[src/rtl/counter_sched_if.sv]
// Requester handshake and counter-control bundle for counter_sched.
// slave is the scheduler's view; master is the view of requesters plus the counter.
interface counter_sched_if #(
  parameter int COUNTER_WIDTH = 4,
  parameter int LEN_W         = 4
);
  logic                     req0;
  logic                     req1;
  logic                     dir0;
  logic                     dir1;
  logic [LEN_W-1:0]         len0;
  logic [LEN_W-1:0]         len1;
  logic                     gnt0;
  logic                     gnt1;
  logic                     done0;
  logic                     done1;
  logic                     cnt_act;
  logic                     cnt_up_dwn_n;
  logic                     cnt_ovflw;
  logic [COUNTER_WIDTH-1:0] cnt_count;

  modport slave (
    input  req0, req1, dir0, dir1, len0, len1, cnt_ovflw, cnt_count,
    output gnt0, gnt1, done0, done1, cnt_act, cnt_up_dwn_n
  );

  modport master (
    output req0, req1, dir0, dir1, len0, len1, cnt_ovflw, cnt_count,
    input  gnt0, gnt1, done0, done1, cnt_act, cnt_up_dwn_n
  );
endinterface

[src/rtl/counter_sched.sv]
// Two-requester round-robin scheduler that runs an up/down counter for a
// requested number of steps per job and locks into FAULT on counter overflow.
module counter_sched #(
  parameter int COUNTER_WIDTH = 4,
  parameter int LEN_W         = 4
) (
  input  logic            clk,
  input  logic            rst_n,
  counter_sched_if.slave  bus,
  output logic            busy,
  output logic            err
);

  localparam logic [4:0] IDLE  = 5'b00001;
  localparam logic [4:0] RUN   = 5'b00010;
  localparam logic [4:0] DRAIN = 5'b00100;
  localparam logic [4:0] DONE  = 5'b01000;
  localparam logic [4:0] FAULT = 5'b10000;

  logic [4:0]       state_q, state_d;
  logic             ptr_q, ptr_d;
  logic             dir_q, dir_d;
  logic [LEN_W-1:0] len_q, len_d;
  logic [LEN_W-1:0] rem_q, rem_d;
  logic             win;
  logic             grant;

  // On a tie the requester that was not served last wins; rst_n gating keeps
  // grants silent while reset is held even if a request is pending.
  always_comb begin
    if (bus.req0 && bus.req1) begin
      win = ~ptr_q;
    end else begin
      win = bus.req1;
    end
    grant = rst_n && (state_q == IDLE) && (bus.req0 || bus.req1) && !bus.cnt_ovflw;
  end

  always_comb begin
    state_d = state_q;
    ptr_d   = ptr_q;
    dir_d   = dir_q;
    len_d   = len_q;
    rem_d   = rem_q;
    case (state_q)
      IDLE: begin
        if (grant) begin
          ptr_d = win;
          dir_d = win ? bus.dir1 : bus.dir0;
          len_d = win ? bus.len1 : bus.len0;
          if (len_d == '0) begin
            state_d = DONE;
          end else begin
            state_d = RUN;
            rem_d   = len_d;
          end
        end
      end
      RUN: begin
        rem_d = rem_q - 1'b1;
        if (rem_q == LEN_W'(1)) begin
          state_d = DRAIN;
        end
      end
      DRAIN:   state_d = DONE;
      DONE:    state_d = IDLE;
      FAULT:   state_d = FAULT;
      default: state_d = IDLE;
    endcase
    // Overflow overrides every other transition, including mid-job exits.
    if (bus.cnt_ovflw) begin
      state_d = FAULT;
    end
  end

  always_ff @(posedge clk or negedge rst_n) begin
    if (!rst_n) begin
      state_q <= IDLE;
      ptr_q   <= 1'b1;
      dir_q   <= 1'b0;
      len_q   <= '0;
      rem_q   <= '0;
    end else begin
      state_q <= state_d;
      ptr_q   <= ptr_d;
      dir_q   <= dir_d;
      len_q   <= len_d;
      rem_q   <= rem_d;
    end
  end

  // ptr_q already points at the current job's owner once it leaves IDLE.
  assign bus.gnt0         = grant & ~win;
  assign bus.gnt1         = grant & win;
  assign bus.done0        = (state_q == DONE) & ~ptr_q;
  assign bus.done1        = (state_q == DONE) & ptr_q;
  assign bus.cnt_act      = (state_q == RUN);
  assign bus.cnt_up_dwn_n = (state_q != IDLE) & dir_q;
  assign busy             = (state_q != IDLE);
  assign err              = (state_q == FAULT);

endmodule

[src/flat_wrapper.sv]
// flat-port wrapper written by rule: the top's interface ports become plain ports
module counter_sched_flat 
#(
  parameter int COUNTER_WIDTH = 4,
  parameter int LEN_W         = 4
)
  (clk, rst_n, busy, err, bus_req0, bus_req1, bus_dir0, bus_dir1, bus_len0, bus_len1, bus_cnt_ovflw, bus_cnt_count, bus_gnt0, bus_gnt1, bus_done0, bus_done1, bus_cnt_act, bus_cnt_up_dwn_n);
  counter_sched_if #(.COUNTER_WIDTH(COUNTER_WIDTH), .LEN_W(LEN_W)) bus_i ();
  input  logic clk;
  input  logic rst_n;
  output logic busy;
  output logic err;
  input wire logic [$bits(bus_i.req0)-1:0] bus_req0;
  input wire logic [$bits(bus_i.req1)-1:0] bus_req1;
  input wire logic [$bits(bus_i.dir0)-1:0] bus_dir0;
  input wire logic [$bits(bus_i.dir1)-1:0] bus_dir1;
  input wire logic [$bits(bus_i.len0)-1:0] bus_len0;
  input wire logic [$bits(bus_i.len1)-1:0] bus_len1;
  input wire logic [$bits(bus_i.cnt_ovflw)-1:0] bus_cnt_ovflw;
  input wire logic [$bits(bus_i.cnt_count)-1:0] bus_cnt_count;
  output wire logic [$bits(bus_i.gnt0)-1:0] bus_gnt0;
  output wire logic [$bits(bus_i.gnt1)-1:0] bus_gnt1;
  output wire logic [$bits(bus_i.done0)-1:0] bus_done0;
  output wire logic [$bits(bus_i.done1)-1:0] bus_done1;
  output wire logic [$bits(bus_i.cnt_act)-1:0] bus_cnt_act;
  output wire logic [$bits(bus_i.cnt_up_dwn_n)-1:0] bus_cnt_up_dwn_n;
  assign bus_i.req0 = bus_req0;
  assign bus_i.req1 = bus_req1;
  assign bus_i.dir0 = bus_dir0;
  assign bus_i.dir1 = bus_dir1;
  assign bus_i.len0 = bus_len0;
  assign bus_i.len1 = bus_len1;
  assign bus_i.cnt_ovflw = bus_cnt_ovflw;
  assign bus_i.cnt_count = bus_cnt_count;
  assign bus_gnt0 = bus_i.gnt0;
  assign bus_gnt1 = bus_i.gnt1;
  assign bus_done0 = bus_i.done0;
  assign bus_done1 = bus_i.done1;
  assign bus_cnt_act = bus_i.cnt_act;
  assign bus_cnt_up_dwn_n = bus_i.cnt_up_dwn_n;
  counter_sched #(.COUNTER_WIDTH(COUNTER_WIDTH), .LEN_W(LEN_W)) u_core (.clk(clk), .rst_n(rst_n), .bus(bus_i), .busy(busy), .err(err));
endmodule
[config.mk]
export PLATFORM = sky130hd
export DESIGN_NAME = counter_sched_flat
export DESIGN_NICKNAME = d
export VERILOG_FILES = /design/src/rtl/counter_sched_if.sv /design/src/rtl/counter_sched.sv /design/src/flat_wrapper.sv
export SDC_FILE = /design/constraint.sdc
export NUM_CORES = 1
export LEC_CHECK = 0
export CAP_MARGIN = 20
export CORE_MARGIN = 2
export CORE_UTILIZATION = 43
export CTS_CLUSTER_DIAMETER = 120
export DETAILED_ROUTE_END_ITERATION = 8
export PLACE_DENSITY_LB_ADDON = 0.3
export SLEW_MARGIN = 5
export SYNTH_ARGS = -nofsm -noshare
export SYNTH_HDL_FRONTEND = slang
export SYNTH_SLANG_ARGS = --single-unit
[constraint.sdc]
create_clock -name clk -period 2.4 [get_ports clk]
set_clock_uncertainty 0.05 [all_clocks]
set_input_delay 0.48 -clock clk [delete_from_list [all_inputs] [get_ports clk]]
set_output_delay 0.48 -clock clk [all_outputs]
set_load 0.1 [all_outputs]
# Word level (Yosys, flattened, before mapping)

Index checks and enable logic that the tools add are counted.
W data, S select, Z words.

Bits in registers: 11
Latch bits: 0
RAM bits: 0
Bits in read-only memories: 0
Input port bits: 19
Output and inout port bits: 8
Word-level logic and storage cells: 45
Memories: 0

Add/sub/neg operators: 1
Multipliers: 0
Divide/modulo/power cells: 0
Order comparisons: 0
Equal/unequal tests: 11
Shift-type cells: 0
Mux-type cells: 11
Bitwise operators: 7
Reductions and logical operators: 11

Operators by type and width:

| operator              | count |
|---|---|
| $pmux W5 S4           | 1 |
| $mux W4               | 4 |
| $mux W5               | 3 |
| $pmux W4 S2           | 1 |
| $ne A3 B2 Y1 const B  | 2 |
| $and A1 B1 Y1         | 5 |
| $eq A5 B1 Y1 const B  | 1 |
| $eq A5 B2 Y1 const B  | 1 |
| $eq A5 B3 Y1 const B  | 1 |
| $eq A5 B4 Y1 const B  | 1 |
| $eq A5 B5 Y1 const B  | 1 |
| $ne A5 B1 Y1 const B  | 1 |
| $eq A4 B1 Y1 const B  | 1 |
| $logic_and A1 B1 Y1   | 4 |
| $logic_not A4 Y1      | 1 |
| $reduce_and A2 Y1     | 2 |
| $sub A4 B1 Y4 const B | 1 |
| $reduce_and A3 Y1     | 1 |
| $mux W1               | 2 |
| $ne A2 B1 Y1 const B  | 1 |
| $ne A2 B2 Y1 const B  | 1 |
| $not A1 Y1            | 2 |
| $reduce_bool A2 Y1    | 1 |
| $logic_not A1 Y1      | 1 |
| $logic_or A1 B1 Y1    | 1 |

# Depth between registers and ports, before layout

Gate-level depths: netlist of the first run.

Depth in word-level cells: 8
Mapped depth: 7
Gate-level depth less buffers: 5

# Worst setup path after synthesis of the first run

Ideal clock, no wire load.

Kind: flip-flop to output port
Start: reg u_core.state_q[3]
End: out bus_gnt0
Arrival: 2.206 ns
Data required time: 1.870 ns
Slack: -0.336 ns
Cell stages (with the launch flop): 4
Path through: dfrtp_1 > nor3_1 > nand4_1 > nor2_1

Word-level cells in the longest chain between the ends: 5

RTL lines:

| what                              | line                | RTL |
|---|---|---|
| from (decl)                       | counter_sched.sv:20 | `logic [4:0] state_q, state_d;` |
| from (signal assigned)            | counter_sched.sv:84 | `state_q <= state_d;` |
| $eq A5 B1 Y1                      | counter_sched.sv:36 | `grant = rst_n && (state_q == IDLE) && (bus.req0 \|\| bus.req1) && !bus.cnt_ovflw;` |
| $logic_and A1 B1 Y1 (3 in series) | counter_sched.sv:36 |  |
| $and A1 B1 Y1                     | counter_sched.sv:93 | `assign bus.gnt0 = grant & ~win;` |
| to (decl)                         | flat_wrapper.sv:21  | `output wire logic [$bits(bus_i.gnt0)-1:0] bus_gnt0;` |

No other way between the ends.

# Worst setup path in the final report of the first run

Start: reg u_core.state_q[1]
End: out bus_cnt_act

Word-level cells in the longest chain between the ends: 1

RTL lines:

| what         | line                | RTL |
|---|---|---|
| $eq A5 B2 Y1 | counter_sched.sv:97 | `assign bus.cnt_act = (state_q == RUN);` |
| to (decl)    | flat_wrapper.sv:25  | `output wire logic [$bits(bus_i.cnt_act)-1:0] bus_cnt_act;` |

No other way between the ends.

==> results of run 1 <==
worst register-to-register path: stages (launching register included):
cell,delay [ps]
dfrtp_1,440
or3b_1,400
or3_4,390
a22o_1,260
a221oi_1,320
stage by stage:
step / instances / total power, µW
floorplan: 85 / 360
global placement: 128 / 441
detailed placement: 128 / 449
CTS: 132 / 576
global route: 132 / 611
finish: 132 / 576
cell usage in the layout, fill, tap and decap left out, drive strengths merged, types with 2 or more instances in the layout:
cell           count
clkdlybuf4s50     14
buf               14
dfrtp              9
nor2               9
inv                7
nor3               4
nand2              4
o21ai              4
mux2i              4
clkbuf             4
or2                3
a21oi              3
nand3              2
nor4               2
mux2               2
a22o               2
a221oi             2
ha                 2
dfstp              2
or3                2
and2               2
layer usage:
| metal | part of all wire [%] | vias up | GRT usage (%) |
|---|---|---|---|
| met2 | 50 | 27 | 33.8 |
| met1 | 43 | 355 | 29.6 |
| met4 | 1.2 | 0 | 9.14 |
| met3 | 6.5 | 5 | 3.57 |
| met5 | 0 | - | 0 |
| li1 | - | 368 | - |
worst min path at each step:
stage | start | end | slack (ps)
6_report | u_core.dir_q | u_core.dir_q | 440
5_1_grt | u_core.dir_q | u_core.dir_q | 500
4_1_cts | u_core.dir_q | u_core.dir_q | 440
3_5_place_dp | u_core.dir_q | u_core.dir_q | 420
3_3_place_gp | u_core.dir_q | u_core.dir_q | 420
2_1_floorplan | rst_n | u_core.dir_q | 130
final cells by class:
class                   count  area, µm²
fillers                   136        548
multi-input cells          64        437
repair buffers             28        345
flip-flops and latches     11        278
inverters                   8       33.8
clock buffers               4       26.3
well taps                  17       21.3
flip-flops by register name, indices dropped and copies added (netlist names):
| signal | count |
|---|---|
| u_core.state_q | 5 |
| u_core.rem_q | 4 |
| u_core.dir_q | 1 |
| u_core.ptr_q | 1 |
power by group:
part | switching (µW) | total, µW | internal, µW
logic | 118 | 214 | 95.7
clock network | 64.2 | 128 | 64.3
registers | 24.5 | 234 | 210
logic make-up after synthesis:
group	share of synthesized area, %
buffers and inverters	6.19
AND/OR/NAND/NOR	24.9
flip-flops	37.1
adder cells (fa/ha/maj)	3.34
AO/OA/AOI/OAI	18.9
XOR/XNOR	1.17
multiplexers	8.36
==> impl_metrics.env, run 1 <==
export IMPL_path_clk_slew_ps=70
export IMPL_synthTopCellsByArea="dfrtp_1 30%, dfstp_2 7.0%, mux2i_1 5.4%"
export IMPL_slowest_stage="dfrtp_1"
export IMPL_rsz0062_at_grt="yes"
export IMPL_synth_cells=85
export IMPL_drc=0
export IMPL_synth_seq_cells=11
export IMPL_cts_setup_buffers=0
export IMPL_yosys_area_top_type="dfrtp_1"
export IMPL_clock_sinks=11
export IMPL_root_buffer="clkbuf_4"
export IMPL_drt_iter0_markers=15
export IMPL_vias_per_cell=5.72
export IMPL_wl_per_cell_um=14.7
export IMPL_slowest_delay_ps=440
export IMPL_r2r_start="u_core.state_q[1]"
export IMPL_h_tree_depth=1
export IMPL_dr_pass1_iters=4
export IMPL_tightest_slew_ps=450
export IMPL_fin_util_pct=67.6
export IMPL_path_cells="or3b_1 > or3_4 > clkinvlp_4 > buf_12"
export IMPL_setup_ws_ps=55.9
export IMPL_rrSetupSlack_ps=440
export IMPL_power_density_nw_per_um2=505
export IMPL_antenna_left=0
export IMPL_path_buf_inv=2
export IMPL_initial_core_util_pct=44.3
export IMPL_grt_max_degree=12
export IMPL_core_um2=1690
export IMPL_whs_path_depth=2
export IMPL_ios=27
export IMPL_max_slew_margin_pct=69.2
export IMPL_async_flop_share_pct=100
export IMPL_synth_seq_area_share_pct=37.1
export IMPL_grt_pass1_wl_um=3250
export IMPL_syn_area_per_cell_um2=8.80
export IMPL_post_dp_cell_area_um2=1110
export IMPL_ys_flop_type="dfrtp_1"
export IMPL_cp_startpoint="u_core.state_q[1]"
export IMPL_cts_hold_buf=0
export IMPL_dieArea_um2=2090
export IMPL_endpoint="bus_cnt_act"
export IMPL_pre_cts_ws_ps=105
export IMPL_nets=137
export IMPL_fmax_ghz=0.427
export IMPL_max_cap_violations=0
export IMPL_rr_endpoint="u_core.rem_q[2]"
export IMPL_cts_tree="yes"
export IMPL_antenna_found_initial=0
export IMPL_ctsResizeCount=1
export IMPL_setup_viol=0
export IMPL_synth_edff_count=0
export IMPL_diodes=0
export IMPL_numCtsBuffers=3
export IMPL_reg2reg_depth=4
export IMPL_start_kind="flop"
export IMPL_num_rows=15
export IMPL_worstSetupPathType="reg -> out"
export IMPL_critPathTopFamily="simple AND/OR/NAND/NOR gates"
export IMPL_ys_warn_count=0
export IMPL_clockBufferDepth=2
export IMPL_ir_drop_mv=0.302
export IMPL_syn_nets=106
export IMPL_hold_viol=0
export IMPL_via_count=755
export IMPL_grt_use_total_pct=21.7
export IMPL_hold_slack_ps=437
export IMPL_clock_latency_ps=270
export IMPL_grt_pass1_vias=767
export IMPL_gp_congestion=0.845
export IMPL_wl_um=1940
export IMPL_drive_above_1_share_pct=27.0
export IMPL_synthTopCellsByCount="9 x dfrtp_1, 9 x nor2_1, 8 x inv_1"
export IMPL_fp_dieW_um=45.7
export IMPL_period_share_pct=97.7
export IMPL_synth_top_area_share_pct=30.1
export IMPL_areaGrowthSynthToFinish_pct=52.5
export IMPL_cp_depth=4
export IMPL_die_h_um=45.7
export IMPL_tns_ps=0
export IMPL_worstPathMaxFanout=6
export IMPL_leakage_uw=0.000483
export IMPL_fin_area_um2=1140
export IMPL_crit_path_end_kind="primary output"
export IMPL_synth_area_um2=748
export IMPL_arrival_ps=1810
export IMPL_gr_total_overflow=0
export IMPL_portBuffers=22
export IMPL_dp_hpwl_um=1510
export IMPL_outcome="completed"
export IMPL_slew_viol_final=0
export IMPL_min_period_ps=2340
export IMPL_critPathRequiredTime_ps=1870
export IMPL_ys_types=37
export IMPL_hold_path_class="reg -> reg"
Note: power is estimated with default switching activity, not from simulation.
==> run 2, diff against run 1 <==
--- a/config.mk
+++ b/config.mk
@@ -11,6 +11,7 @@
 export CTS_CLUSTER_DIAMETER = 120
 export DETAILED_ROUTE_END_ITERATION = 8
 export PLACE_DENSITY_LB_ADDON = 0.3
+export SKIP_CTS_REPAIR_TIMING = 1
 export SLEW_MARGIN = 5
 export SYNTH_ARGS = -nofsm -noshare
 export SYNTH_HDL_FRONTEND = slang
==> run 2 against run 1 <==
Against the previous run:
- critical path depth is the same
- highest routed layer unchanged
- worst setup slack worse by 14 ps
- sequential power about the same
- power up 0.20%
- fmax decreased by 0.60%
- via count is 1.7% lower
- die area did not move
==> impl_metrics.env, run 2 (synthesis gave the netlist of run 1 again) <==
export IMPL_cts_tree="yes"
export IMPL_period_share_pct=98.3
export IMPL_p_sw_uw=208
export IMPL_clock_sinks=11
export IMPL_largest_reg_flops=5
export IMPL_seq_power_share_pct=40.6
export IMPL_grt_pass1_wl_um=3190
export IMPL_path_clk_slew_ps=70
export IMPL_power_density_nw_per_um2=506
export IMPL_leakage_uw=0.000483
export IMPL_areaGrowthSynthToFinish_pct=52.5
export IMPL_hold_viol=0
export IMPL_slowest_stage="dfrtp_1"
export IMPL_grt_max_degree=12
export IMPL_diodes=0
export IMPL_vias_per_cell=5.62
export IMPL_dp_hpwl_um=1510
export IMPL_numCtsBuffers=3
export IMPL_hold_path_class="reg -> reg"
export IMPL_grt_use_total_pct=21.3
export IMPL_layout_commonest_cell="clkdlybuf4s50_1"
export IMPL_drt_iter0_markers=15
export IMPL_regMostFlops="u_core.state_q"
export IMPL_min_period_ps=2360
export IMPL_core_um2=1690
export IMPL_root_buffer="clkbuf_4"
export IMPL_comb_power_share_pct=37.0
export IMPL_drc=0
export IMPL_worstSetupPathType="reg -> out"
export IMPL_ir_drop_mv=0.302
export IMPL_clockBufferDepth=2
export IMPL_max_slew_margin_pct=69.2
export IMPL_num_rows=15
export IMPL_fin_cells=132
export IMPL_worstPathMaxFanout=6
export IMPL_critPathRequiredTime_ps=1870
export IMPL_placed_cells=128
export IMPL_crit_path_end_kind="primary output"
export IMPL_grt_pass1_vias=755
export IMPL_hold_slack_ps=437
export IMPL_nets=137
export IMPL_h_tree_depth=1
export IMPL_fmax_ghz=0.424
export IMPL_dr_pass1_iters=4
export IMPL_wl_per_cell_um=14.7
export IMPL_slowest_delay_ps=450
export IMPL_outcome="completed"
export IMPL_switching_share_pct=36.0
export IMPL_p_clk_share_pct=22.4
export IMPL_gp_congestion=0.845
export IMPL_antenna_left=0
export IMPL_setup_viol=0
export IMPL_path_buf_inv=2
export IMPL_critPathTopFamily="simple AND/OR/NAND/NOR gates"
export IMPL_die_h_um=45.7
export IMPL_tightest_slew_ps=451
export IMPL_top_regs="u_core.state_q (5), u_core.rem_q (4)"
export IMPL_wl_um=1950
export IMPL_start_kind="flop"
export IMPL_initial_core_util_pct=44.3
export IMPL_portBuffers=22
export IMPL_arrival_ps=1830
export IMPL_fp_dieW_um=45.7
export IMPL_layout_common_cells="14 x clkdlybuf4s50_1, 9 x dfrtp_1, 8 x buf_12, 7 x inv_1, 7 x nor2_1"
export IMPL_ios=27
export IMPL_p_int_uw=370
export IMPL_max_cap_violations=0
export IMPL_slew_viol_final=0
export IMPL_gr_total_overflow=0
export IMPL_via_count=742
export IMPL_rsz0062_at_grt="yes"
export IMPL_antenna_found_initial=0
export IMPL_clock_latency_ps=270
export IMPL_dieArea_um2=2090
export IMPL_drive_above_1_share_pct=27.0
export IMPL_path_cells="or3b_1 > or3_4 > clkinvlp_4 > buf_12"
run 2: cell counts in the layout (fill, tap and decap cells not counted):
Identical to the previous run, type by type.
run 2: final timing paths:
path,depth (start not counted),endpoint,from,slack [ps]
max,4,bus_cnt_act,u_core.state_q[1],40
min,2,u_core.dir_q,u_core.dir_q,440
max reg2reg,4,u_core.rem_q[2],u_core.state_q[1],420
min reg2reg,2,u_core.dir_q,u_core.dir_q,440
max in group asynchronous,2,u_core.ptr_q,rst_n,1530
min in group asynchronous,2,u_core.state_q[2],rst_n,540
run 2: cell type report:
cell class                      count  area, µm²
Fill cell                         136        548
Multi-Input combinational cell     64        437
Timing Repair Buffer               28        345
Sequential cell                    11        278
Inverter                            8       33.8
Clock buffer                        4       26.3
Tap cell                           17       21.3
run 2: worst min-delay path, stage by stage, from the launching register on:
cell and delay, ps:
dfrtp_1 350, nand2_1 40, o21ai_0 60
run 2: metrics by stage:
| stage | TNS [ps] | cell area (µm²) | utilization [%] | total power (µW) | setup slack (ps) |
|---|---|---|---|---|---|
| 2_1_floorplan | -106 | 757 | - | 360 | -52.9 |
| 3_3_place_gp | 0 | 1110 | 65.6 | 441 | 92.6 |
| 3_5_place_dp | 0 | 1110 | 65.6 | 449 | 105 |
| 4_1_cts | -3.58 | 1130 | 67.1 | 576 | -3.58 |
| 5_1_grt | -22.3 | 1140 | 67.6 | 611 | -14.4 |
| 6_report | 0 | 1140 | 67.6 | 578 | 41.8 |
run 2: power groups by stage:
| stage | clock network [µW] | logic [µW] | registers [µW] |
|---|---|---|---|
| 2_1_floorplan | 0 | 130 | 230 |
| 3_3_place_gp | 0 | 207 | 234 |
| 3_5_place_dp | 0 | 212 | 237 |
| 4_1_cts | 130 | 212 | 234 |
| 5_1_grt | 143 | 229 | 239 |
| 6_report | 130 | 214 | 234 |
run 2: routing by layer:
layer / wire, µm / GRT usage (%) / vias up
met5: 0 / 0 / -
met4: 12 / 9.14 / 0
met1: 834 / 29.6 / 349
met3: 122 / 3.57 / 2
li1: - / - / 367
met2: 976 / 32.7 / 24
==> run 3, diff against run 2 <==
--- a/config.mk
+++ b/config.mk
@@ -10,7 +10,9 @@
 export CORE_UTILIZATION = 43
 export CTS_CLUSTER_DIAMETER = 120
 export DETAILED_ROUTE_END_ITERATION = 8
+export HOLD_SLACK_MARGIN = 0.1
 export PLACE_DENSITY_LB_ADDON = 0.3
+export REMOVE_ABC_BUFFERS = 1
 export SKIP_CTS_REPAIR_TIMING = 1
 export SLEW_MARGIN = 5
 export SYNTH_ARGS = -nofsm -noshare
==> run 3 against run 2 <==
Against the previous run:
- clock power increased by 4%
- first-iteration DRC count is 53% higher
- utilization down 1.1 points
- sequential share of layout area is 0.41 points higher
- largest power group unchanged
- global-route usage fell by 1.3 points
- largest cell class unchanged
- highest routed layer is now met3
- register-to-register slack got worse by 120 ps
- critical endpoint is now bus_cnt_up_dwn_n
- worst setup slack better by 47 ps
- sequential power barely moved
- combinational power barely moved
- final cell count is 0.76% lower
- fmax up 2.0%
- clock-buffer cell count unchanged
==> impl_metrics.env, run 3 (synthesis gave the netlist of run 1 again) <==
export IMPL_outcome="completed"
export IMPL_regMostFlops="u_core.state_q"
export IMPL_drive_above_1_share_pct=24.6
export IMPL_hold_viol=0
export IMPL_portBuffers=22
export IMPL_ir_drop_mv=0.350
export IMPL_root_buffer="clkbuf_4"
export IMPL_fmax_ghz=0.433
export IMPL_worstSetupPathType="reg -> out"
export IMPL_clock_latency_ps=280
export IMPL_path_clk_slew_ps=80
export IMPL_post_dp_cell_area_um2=1090
export IMPL_nets=136
export IMPL_largest_reg_flops=5
export IMPL_gr_total_overflow=0
export IMPL_wl_per_cell_um=14.6
export IMPL_fin_area_um2=1120
export IMPL_rsz0062_at_grt="no"
export IMPL_max_slew_margin_pct=75.3
export IMPL_tightest_slew_ps=362
export IMPL_min_period_ps=2310
export IMPL_leakage_uw=0.000483
export IMPL_arrival_ps=1780
export IMPL_power_density_nw_per_um2=516
export IMPL_die_h_um=45.7
export IMPL_cts_tree="yes"
export IMPL_top_regs="u_core.state_q (5), u_core.rem_q (4)"
export IMPL_grt_max_degree=12
export IMPL_p_total_uw=579
export IMPL_crit_path_end_kind="primary output"
export IMPL_drc=0
export IMPL_grt_use_total_pct=20.0
export IMPL_ios=27
export IMPL_areaGrowthSynthToFinish_pct=50.0
export IMPL_path_cells="or3_1 > nor2_2 > inv_1 > and2_1 > buf_12"
export IMPL_diodes=0
export IMPL_antenna_left=0
export IMPL_initial_core_util_pct=44.3
export IMPL_fin_util_pct=66.4
export IMPL_drt_iter0_markers=23
export IMPL_vias_per_cell=5.65
export IMPL_clockBufferDepth=2
export IMPL_core_um2=1690
export IMPL_dieArea_um2=2090
export IMPL_fin_cells=131
export IMPL_slew_viol_final=0
export IMPL_worstPathMaxFanout=7
export IMPL_wl_um=1920
export IMPL_antenna_found_initial=0
export IMPL_fp_dieW_um=45.7
export IMPL_dp_hpwl_um=1530
export IMPL_dr_pass1_iters=4
export IMPL_layout_commonest_cell="clkdlybuf4s50_1"
export IMPL_gp_congestion=0.842
export IMPL_grt_pass1_wl_um=2960
export IMPL_period_share_pct=96.3
export IMPL_start_kind="flop"
export IMPL_layout_common_cells="14 x clkdlybuf4s50_1, 9 x dfrtp_1, 8 x nor2_1, 8 x buf_12, 7 x inv_1"
export IMPL_via_count=740
export IMPL_slowest_stage="dfrtp_1"
export IMPL_num_rows=15
export IMPL_numCtsBuffers=3
export IMPL_max_cap_violations=0
export IMPL_grt_pass1_vias=696
export IMPL_h_tree_depth=1
export IMPL_setup_viol=0
export IMPL_hold_path_class="reg -> reg"
export IMPL_placed_cells=127
export IMPL_slowest_delay_ps=450
export IMPL_critPathRequiredTime_ps=1870
export IMPL_clock_sinks=11
[run 3: changes by cell type in the layout (fill, tap and decap cells not counted), sizes merged]
| cell | change |
|---|---|
| clkinvlp | -1 |
| inv | +1 |
| buf | -1 |
[run 3: worst max-delay path: cells and delay by family (launching register included)]
kind / cells / cell delay [ps]
simple gates: 3 / 780
buf+inv: 2 / 270
flops: 1 / 450
[run 3: path summary, 6_finish.rpt]
check / startpoint / endpoint / slack [ps] / depth (start not counted)
max reg2reg: u_core.state_q[2] / u_core.rem_q[2] / 300 / 5
min: u_core.dir_q / u_core.dir_q / 450 / 2
max: u_core.state_q[3] / bus_cnt_up_dwn_n / 90 / 5
min reg2reg: u_core.dir_q / u_core.dir_q / 450 / 2
min in group asynchronous: rst_n / u_core.rem_q[1] / 470 / 2
max in group asynchronous: rst_n / u_core.state_q[0] / 1600 / 2
[run 3: metrics by stage]
step           setup TNS (ps)  hold slack (ps)  setup slack (ps)
2_1_floorplan            -564              134              -336
3_3_place_gp                0              417              64.2
3_5_place_dp                0              436              37.5
4_1_cts                     0              455              35.9
5_1_grt                     0              485              25.0
6_report                    0              449              89.1
[run 3: metal layers]
layer  track usage (%)  share of wire, %  vias up
met5                 0                 0        -
met4              6.86                 0        0
met3              6.35               6.0        0
met2              30.1                49       29
met1              27.0                45      343
li1                  -                 -      368
[run 3: cell type report]
cell class,count,area [µm²]
Clock buffer,4,26.3
Fill cell,138,567
Multi-Input combinational cell,64,429
Timing Repair Buffer,27,338
Tap cell,17,21.3
Inverter,8,30.0
Sequential cell,11,278
[run 3: report_power, final]
part | switching [µW] | total (µW) | internal (µW) | leakage [µW]
logic | 117 | 211 | 93.6 | 0.000341
clock network | 71.0 | 135 | 64.5 | 0.0000150
registers | 22.6 | 232 | 210 | 0.000127
total | 211 | 579 | 368 | 0.000483
